File: src/rtl/cpu_sequencer_if.sv
// cpu_sequencer_if: control/status bundle between the sequencer (master) and the datapath and memory (slave)
interface cpu_sequencer_if;
  logic       mem_ready;
  logic       halt_req;
  logic       update_flags;
  logic       write_rd;
  logic       ig_ex;
  logic       br_en;
  logic       cu_decode;
  logic       cu_execute;
  logic       branch;
  logic       ld_pc;
  logic       ld_lr;
  logic       ld_rd;
  logic       ld_apsr;
  logic       ld_sp;
  logic       ld_ipsr;
  logic       ld_primask;
  logic       wr_en;
  logic       halted;
  logic       fault;
  logic [2:0] state;
  modport master (
    input  mem_ready, halt_req, update_flags, write_rd, ig_ex, br_en,
    output cu_decode, cu_execute, branch, ld_pc, ld_lr, ld_rd, ld_apsr,
           ld_sp, ld_ipsr, ld_primask, wr_en, halted, fault, state
  );
  modport slave (
    output mem_ready, halt_req, update_flags, write_rd, ig_ex, br_en,
    input  cu_decode, cu_execute, branch, ld_pc, ld_lr, ld_rd, ld_apsr,
           ld_sp, ld_ipsr, ld_primask, wr_en, halted, fault, state
  );
endinterface

File: src/rtl/cpu_sequencer.sv
// cpu_sequencer: fetch/decode/execute/retire control FSM; CU_PERF_CNT_EN adds the retired-instruction counter
module cpu_sequencer #(
  parameter int MEM_TIMEOUT = 15
) (
  input logic              clk,
  input logic              rst,
  cpu_sequencer_if.master  bus
`ifdef CU_PERF_CNT_EN
  ,
  output logic [31:0]      instr_count
`endif
);
  typedef enum logic [2:0] {
    RESET   = 3'd0,
    FETCH   = 3'd1,
    DECODE  = 3'd2,
    EXECUTE = 3'd3,
    RETIRE  = 3'd4,
    BRANCH  = 3'd5,
    HALT    = 3'd6,
    FAULT   = 3'd7
  } state_t;
  state_t     st;
  logic [7:0] wait_cnt;
  logic       wb_rd;
  logic       wb_flags;
  logic       wb_stage;
  // state transitions, fetch wait counting and capture of the execute-phase write-back flags
  always_ff @(posedge clk) begin
    if (rst) begin
      st       <= RESET;
      wait_cnt <= '0;
      wb_rd    <= 1'b0;
      wb_flags <= 1'b0;
    end else begin
      case (st)
        RESET: st <= FETCH;
        FETCH: begin
          if (bus.halt_req) begin
            st       <= HALT;
            wait_cnt <= '0;
          end else if (bus.mem_ready) begin
            st       <= DECODE;
            wait_cnt <= '0;
          end else if (wait_cnt == 8'(MEM_TIMEOUT - 1)) begin
            st       <= FAULT;
            wait_cnt <= '0;
          end else begin
            wait_cnt <= wait_cnt + 8'd1;
          end
        end
        DECODE: begin
          if (bus.ig_ex) begin
            st       <= RETIRE;
            wb_rd    <= 1'b0;
            wb_flags <= 1'b0;
          end else begin
            st <= EXECUTE;
          end
        end
        EXECUTE: begin
          wb_rd    <= bus.write_rd;
          wb_flags <= bus.update_flags;
          st       <= bus.br_en ? BRANCH : RETIRE;
        end
        RETIRE:  st <= FETCH;
        BRANCH:  st <= FETCH;
        HALT:    st <= bus.halt_req ? HALT : FETCH;
        FAULT:   st <= FAULT;
        default: st <= RESET;
      endcase
    end
  end
  // the instruction-ending states; loads are suppressed on a reset edge so nothing commits as the core restarts
  assign wb_stage       = !rst && (st == RETIRE || st == BRANCH);
  assign bus.cu_decode  = st == DECODE;
  assign bus.cu_execute = st == EXECUTE;
  assign bus.branch     = st == BRANCH;
  assign bus.ld_pc      = wb_stage;
  assign bus.ld_lr      = wb_stage && st == BRANCH;
  assign bus.ld_rd      = wb_stage && st == RETIRE && wb_rd;
  assign bus.ld_apsr    = wb_stage && wb_flags;
  assign bus.ld_sp      = 1'b0;
  assign bus.ld_ipsr    = 1'b0;
  assign bus.ld_primask = 1'b0;
  assign bus.wr_en      = 1'b0;
  assign bus.halted     = st == HALT;
  assign bus.fault      = st == FAULT;
  assign bus.state      = st;
`ifdef CU_PERF_CNT_EN
  logic skipped;
  // count completed instructions, excluding those whose condition failed in decode
  always_ff @(posedge clk) begin
    if (rst) begin
      skipped     <= 1'b0;
      instr_count <= '0;
    end else begin
      if (st == DECODE) skipped <= bus.ig_ex;
      if ((st == RETIRE || st == BRANCH) && !skipped) instr_count <= instr_count + 32'd1;
    end
  end
`endif
endmodule

File: src/flat_wrapper.sv
// flat-port wrapper written by rule: the top's interface ports become plain ports
module cpu_sequencer_flat 
#(
  parameter int MEM_TIMEOUT = 15
)
  (clk, rst, bus_mem_ready, bus_halt_req, bus_update_flags, bus_write_rd, bus_ig_ex, bus_br_en, bus_cu_decode, bus_cu_execute, bus_branch, bus_ld_pc, bus_ld_lr, bus_ld_rd, bus_ld_apsr, bus_ld_sp, bus_ld_ipsr, bus_ld_primask, bus_wr_en, bus_halted, bus_fault, bus_state);
  cpu_sequencer_if bus_i ();
  input logic clk;
  input logic rst;
  input wire logic [$bits(bus_i.mem_ready)-1:0] bus_mem_ready;
  input wire logic [$bits(bus_i.halt_req)-1:0] bus_halt_req;
  input wire logic [$bits(bus_i.update_flags)-1:0] bus_update_flags;
  input wire logic [$bits(bus_i.write_rd)-1:0] bus_write_rd;
  input wire logic [$bits(bus_i.ig_ex)-1:0] bus_ig_ex;
  input wire logic [$bits(bus_i.br_en)-1:0] bus_br_en;
  output wire logic [$bits(bus_i.cu_decode)-1:0] bus_cu_decode;
  output wire logic [$bits(bus_i.cu_execute)-1:0] bus_cu_execute;
  output wire logic [$bits(bus_i.branch)-1:0] bus_branch;
  output wire logic [$bits(bus_i.ld_pc)-1:0] bus_ld_pc;
  output wire logic [$bits(bus_i.ld_lr)-1:0] bus_ld_lr;
  output wire logic [$bits(bus_i.ld_rd)-1:0] bus_ld_rd;
  output wire logic [$bits(bus_i.ld_apsr)-1:0] bus_ld_apsr;
  output wire logic [$bits(bus_i.ld_sp)-1:0] bus_ld_sp;
  output wire logic [$bits(bus_i.ld_ipsr)-1:0] bus_ld_ipsr;
  output wire logic [$bits(bus_i.ld_primask)-1:0] bus_ld_primask;
  output wire logic [$bits(bus_i.wr_en)-1:0] bus_wr_en;
  output wire logic [$bits(bus_i.halted)-1:0] bus_halted;
  output wire logic [$bits(bus_i.fault)-1:0] bus_fault;
  output wire logic [$bits(bus_i.state)-1:0] bus_state;
  assign bus_i.mem_ready = bus_mem_ready;
  assign bus_i.halt_req = bus_halt_req;
  assign bus_i.update_flags = bus_update_flags;
  assign bus_i.write_rd = bus_write_rd;
  assign bus_i.ig_ex = bus_ig_ex;
  assign bus_i.br_en = bus_br_en;
  assign bus_cu_decode = bus_i.cu_decode;
  assign bus_cu_execute = bus_i.cu_execute;
  assign bus_branch = bus_i.branch;
  assign bus_ld_pc = bus_i.ld_pc;
  assign bus_ld_lr = bus_i.ld_lr;
  assign bus_ld_rd = bus_i.ld_rd;
  assign bus_ld_apsr = bus_i.ld_apsr;
  assign bus_ld_sp = bus_i.ld_sp;
  assign bus_ld_ipsr = bus_i.ld_ipsr;
  assign bus_ld_primask = bus_i.ld_primask;
  assign bus_wr_en = bus_i.wr_en;
  assign bus_halted = bus_i.halted;
  assign bus_fault = bus_i.fault;
  assign bus_state = bus_i.state;
  cpu_sequencer #(.MEM_TIMEOUT(MEM_TIMEOUT)) u_core (.clk(clk), .rst(rst), .bus(bus_i));
endmodule
File: config.mk
export PLATFORM = sky130hd
export DESIGN_NAME = cpu_sequencer_flat
export DESIGN_NICKNAME = d
export VERILOG_FILES = /design/src/rtl/cpu_sequencer_if.sv /design/src/rtl/cpu_sequencer.sv /design/src/flat_wrapper.sv
export SDC_FILE = /design/constraint.sdc
export NUM_CORES = 1
export LEC_CHECK = 0
export CAP_MARGIN = 20
export CORE_MARGIN = 4
export CORE_UTILIZATION = 48
export DETAILED_ROUTE_END_ITERATION = 16
export HOLD_SLACK_MARGIN = 0.08
export PLACE_DENSITY = 0.82
export REMOVE_ABC_BUFFERS = 1
export SLEW_MARGIN = 20
export SYNTH_ARGS = -nofsm -noshare
export SYNTH_HDL_FRONTEND = slang
export SYNTH_SLANG_ARGS = --single-unit
File: constraint.sdc
create_clock -name clk -period 2.35 [get_ports clk]
set_input_delay 0.5875 -clock clk [delete_from_list [all_inputs] [get_ports clk]]
set_output_delay 0.5875 -clock clk [all_outputs]
set_load 0.005 [all_outputs]
After elaboration in Yosys (flattened, before gate mapping)
Cells that the tools add are included.

Add/sub/neg operators: 1. Equality and inequality tests: 10. Mux-type cells: 13. Reductions and logical operators: 11.

Operator list (count): $mux 8 (3); $pmux 3 s6 (1); $mux 3 (5); $eq 3x3->1 const B (4); $add 8x1->8 const B (1); $eq 8x4->1 const B (1); $eq 3x2->1 const B (2); $logic_and 1x1->1 (5); $ne 4x3->1 const B (1); $pmux 1 s2 (2); $eq 3x1->1 const B (1); $logic_not 3->1 (1); $reduce_or 3->1 (1); $mux 1 (2); $ne 2x2->1 const B (1); $reduce_and 2->1 (1); $reduce_bool 2->1 (1); $logic_not 1->1 (1); $logic_or 1x1->1 (1).

Flip-flop bits (word level): 13. Bits of input ports: 8. Output and inout port bits: 16. Word-level logic and storage cells: 39.

Logic depth before layout (Yosys ltp)
Depth in word-level cells: 5. Depth in mapped cells: 6. Depth with buffers taken out: 6.

Worst setup path after synthesis
OpenSTA, ideal clock, no wires.

Path kind: input port to output port. From: input port rst. To: output port bus_ld_rd. Arrival time: 1.307 ns. Required time: 1.762 ns. Setup slack: 0.455 ns. Stages: 3. Buffers on the path: 1. Path through: clkbuf_1 -> nor3b_1 -> and3_1.

Longest elaborated chain between the ends: 4.

RTL lines: start, declared (line flat_wrapper.sv:9) `input logic rst;`; $logic_not 1->1 (line cpu_sequencer.sv:75) `assign wb_stage = !rst && (st == RETIRE || st == BRANCH);`; $logic_and 1x1->1 (line cpu_sequencer.sv:75); named net bus_ld_pc (line flat_wrapper.sv:19) `output wire logic [$bits(bus_i.ld_pc)-1:0] bus_ld_pc;`; $logic_and 1x1->1 (2 in a row) (line cpu_sequencer.sv:81) `assign bus.ld_rd = wb_stage && st == RETIRE && wb_rd;`; end, declared (line flat_wrapper.sv:21) `output wire logic [$bits(bus_i.ld_rd)-1:0] bus_ld_rd;`.

The timed path passes the listed nets, and every way through them passes these cells.

Worst setup path after layout
From: register u_core.st[2], in the netlist u_core.bus.state[2]. To: output port bus_cu_execute.

Longest elaborated chain between the ends: 1.

RTL lines: start, declared (line cpu_sequencer.sv:23) `state_t st;`; start signal, assigned (line cpu_sequencer.sv:64) `st <= bus.br_en ? BRANCH : RETIRE;`; start signal, assigned (line cpu_sequencer.sv:68) `HALT: st <= bus.halt_req ? HALT : FETCH;`; $eq 3x2->1 (line cpu_sequencer.sv:77) `assign bus.cu_execute = st == EXECUTE;`; end, declared (line flat_wrapper.sv:17) `output wire logic [$bits(bus_i.cu_execute)-1:0] bus_cu_execute;`.

No other way between the ends.

==> Implementation_results.wiki <==
{| class="wikitable"
! Metric !! Value
|-
| Number of antenna violations at the first check in global routing || 0
|-
| Slowest stage cell, crit path || sky130_fd_sc_hd__clkdlybuf4s50_1
|-
| Boundary Pins || 24
|-
| Worst reg2reg path startpoint || u_core.bus.state[0]
|-
| Leakage power || 0.4551 nW
|-
| Count of placed standard cells including taps || 123
|-
| Count of mapped cells out of synthesis || 91
|-
| Internal power contribution || 0.0003762 W
|-
| Seq pwr share || 47.8%
|-
| Warning count from the yosys run || 0
|-
| Sink count of the clock tree || 13
|-
| GRT Max-Usage Layer || met2
|-
| Count of hold-fix buffers inserted at cts || 0
|-
| Clock H-tree levels || 1
|-
| Setup Crit Path Kind || reg2out
|-
| Residual overflow from global routing || 0
|-
| Global Route met1 Usage || 19.51%
|-
| Share of power burned in combinational logic || 26.5%
|-
| Number of enable flip-flop cells after synthesis || 0
|-
| Overall Global Routing Usage || 18.53%
|-
| Die Outline Area || 2292 sq um
|-
| Maximum number of pins on one net before global-route repair || 17
|-
| Sum Neg Setup Slack || 0 ps
|-
| DRC viols || 0
|-
| Clk_lat worst skew || 270 ps
|-
| GPL Wtd Cong || 0.7555
|-
| Max Clk Rate || 449.6 MHz
|-
| Number of global-route vias before repair || 700
|-
| Met2 Resource Use GR || 30.34%
|-
| Ratio of final minimum period to clock period || 94.64%
|-
| Share of synthesized area occupied by flip-flops and latches || 34.10%
|-
| Most area-hungry cell type in the Yosys netlist || sky130_fd_sc_hd__dfxtp_1
|-
| Worst-case register-to-register setup slack || 780 ps
|-
| Most used flip-flop cell after synthesis || sky130_fd_sc_hd__dfxtp_1
|-
| Family with the most delay on the worst path || buffers and inverters
|-
| Largest fanout on the critical path || 11
|-
| Final Non-Filler Cells || 129
|-
| Number of optimization iterations in the first detailed-route pass || 4
|-
| CTS tree || built
|-
| Portion of synthesized cell area occupied by the leading cell type || 34.10%
|-
| Type of the worst min-delay path || reg2reg
|-
| CP Data Arrival Time || 1640 ps
|-
| Number of DRC violations after detailed-routing iteration 0 || 14
|-
| Setup crit end kind || output port
|-
| Final max-slew violation count || 0
|-
| Area contributors post-synth || sky130_fd_sc_hd__dfxtp_1, sky130_fd_sc_hd__xor2_1, sky130_fd_sc_hd__nor2_1, sky130_fd_sc_hd__and2_1, sky130_fd_sc_hd__buf_4
|-
| Clock buffer depth || 2
|-
| CTS Buf Count || 3
|-
| Worst hold path cell count || 2
|-
| GRT met3 Usage || 8.271%
|-
| Chain of cells forming the critical path || buf_4 > nor2b_2 > and2_1 > clkdlybuf4s50_1
|-
| Worst VDD drop || 0.2946 mV
|-
| Standard cell core area || 1506 sq um
|-
| Count of inserted antenna diode cells || 0
|-
| Pwr Density || 527.3 nW/um^2
|-
| Setup-violating endpoint count in the final report || 0
|-
| Final instance area || 1015 sq um
|-
| Sw Pwr || 0.0001589 W
|-
| HPWL after DPL || 1.285 mm
|-
| Effective utilization at floorplan || 50.66%
|-
| Fraction of layout instances using a drive strength above 1 || 15.93%
|-
| Distinct cells, synth || 34
|-
| CTS root buffer || sky130_fd_sc_hd__clkbuf_4
|-
| Time the final worst path needs with I/O delays and setup || 2224 ps
|-
| Cell depth of the worst flop-to-flop path || 3
|-
| Type of element launching the critical path || flip-flop
|-
| Crit path buf inv count || 2
|-
| Number of input and output port buffers inserted || 19
|-
| Hold Path Origin || u_core.wait_cnt[1]
|-
| Number of maximum-capacitance violations || 0
|-
| Biggest cell delay along the critical path || 530 ps
|-
| Share of synthesized flip-flops with an asynchronous set or reset || 0%
|-
| Data required, critical path || 1760 ps
|-
| First-pass GRT wire length || 2.877 mm
|-
| Number of hold-slack violations in the final timing report || 0
|-
| Number of storage elements in the synthesis netlist || 13
|-
| Hold-critical path endpoint || u_core.wait_cnt[1]
|-
| Vias per cell || 5.543
|-
| Worst clock skew on the final layout || 2.892 ps
|-
| Num rows || 14
|-
| Layout area overhead || 32.95%
|-
| Core utilization of the finished layout || 67.36%
|-
| Status || finished, final reports clean
|-
| Clk slew on worst S/H paths || 80 ps
|-
| Post-synth design cell area || 763.2 sq um
|-
| Placement Setup Slack || -281.5 ps
|-
| Worst r2r dst || u_core.wait_cnt[7]
|-
| Drt total wl || 1.774 mm
|-
| Number of routed nets with antenna violations || 0
|-
| Overall die width || 47.88 microns
|-
| Avg Cell Area, Syn || 8.387 sq um
|-
| Final layout net count || 124
|-
| Unrepaired setup endpoints after global routing || no
|-
| Worst Slack Setup Final || 126.0 ps
|-
| Post-placement cell area || 957.2 sq um
|-
| DIE HEIGHT || 47.88 microns
|-
| Portion of total power attributed to the clock network || 25.8%
|-
| Via Count || 715
|-
| Wire length per cell || 13.75 microns
|-
| Most used standard cells in the synthesized netlist || sky130_fd_sc_hd__dfxtp_1, sky130_fd_sc_hd__nor2_1, sky130_fd_sc_hd__xor2_1
|-
| Switching portion of total power || 29.70%
|}
==> logic make-up after synthesis <==
logic type      share of synthesized area, %
simple gates                           29.34
compound gates                         17.70
xor+xnor                               8.033
flops                                  34.10
fa+ha+maj                              3.278
other cells                           0.4913
buf+inv                                7.048
==> cell type report <==
class,count,area [sq um]
Fill cell,130,491.7
Multi-Input combinational cell,71,467.9
Sequential cell,13,264.0
Timing Repair Buffer,24,232.7
Clock buffer,4,26.28
Tap cell,16,20.02
Inverter,1,3.754
==> worst reg2reg max path, delay by kind of cell, from the launching register on <==
kind	cells	cell delay [ps]
compound gates	1	250
flops	1	590
simple gates	2	630
==> through the flow <==
stage | total power [W] | hold slack (ps)
2_1_floorplan | 0.0003286 | 457.1
5_1_grt | 0.0005796 | 541.8
6_report | 0.0005351 | 497.7
3_3_place_gp | 0.0003936 | 477.6
3_5_place_dp | 0.0003963 | 497.0
4_1_cts | 0.0005376 | 499.2
==> per-layer routing <==
layer	routed length [microns]	share of wire [%]	vias up
met4	12	0.68	0
met3	151	8.5	2
met1	783	44	334
met5	0	0	-
li1	-	-	353
met2	826	47	26
==> what timing repair did <==
item | CTS | global route
buffers inserted | 1 | 1
pin swaps | 2 | 2
setup endpoints to repair | 5 | 5
resized for setup | 4 | 5
==> sequential cells by signal, indices dropped and copies added (netlist names) <==
| name | flops |
|---|---|
| u_core.wb_flags | 1 |
| u_core.bus.state | 3 |
| u_core.wait_cnt | 8 |
| u_core.wb_rd | 1 |
==> power groups by stage <==
stage          Sequential, W  Clock (W)  Combinational (W)
2_1_floorplan       0.000257          0          0.0000719
3_3_place_gp        0.000259          0           0.000135
6_report            0.000256   0.000138           0.000142
5_1_grt             0.000259   0.000163           0.000158
4_1_cts             0.000255   0.000142           0.000141
3_5_place_dp        0.000259          0           0.000138
==> worst max-delay path by stage <==
stage | startpoint | to | cells past startpoint | slack (ps)
after detailed placement | rst | bus_ld_rd | 4 | -280
after floorplan | u_core.bus.state[0] | u_core.wait_cnt[7] | 4 | 470
after CTS | rst | bus_ld_lr | 4 | 7
after global routing | u_core.bus.state[2] | bus_cu_execute | 4 | 20
final | u_core.bus.state[2] | bus_cu_execute | 4 | 130
after global placement | rst | bus_ld_rd | 4 | -230
==> cell usage in the layout, fill, tap and decap left out, drive strengths merged, types with 2 or more instances in the layout <==
cell / n
clkdlybuf4s50: 14
nor2: 13
dfxtp: 13
xor2: 6
and2: 5
buf: 5
o21ai: 5
nand3: 4
nand2: 4
conb: 4
clkbuf: 4
dlymetal6s2s: 3
nor2b: 3
and3: 3
a211oi: 3
a22oi: 2
nand4: 2
a21oi: 2
ha: 2
dlygate4sd2: 2
nor3b: 2
o21a: 2
No activity file was read; power rests on OpenSTA's default activity.
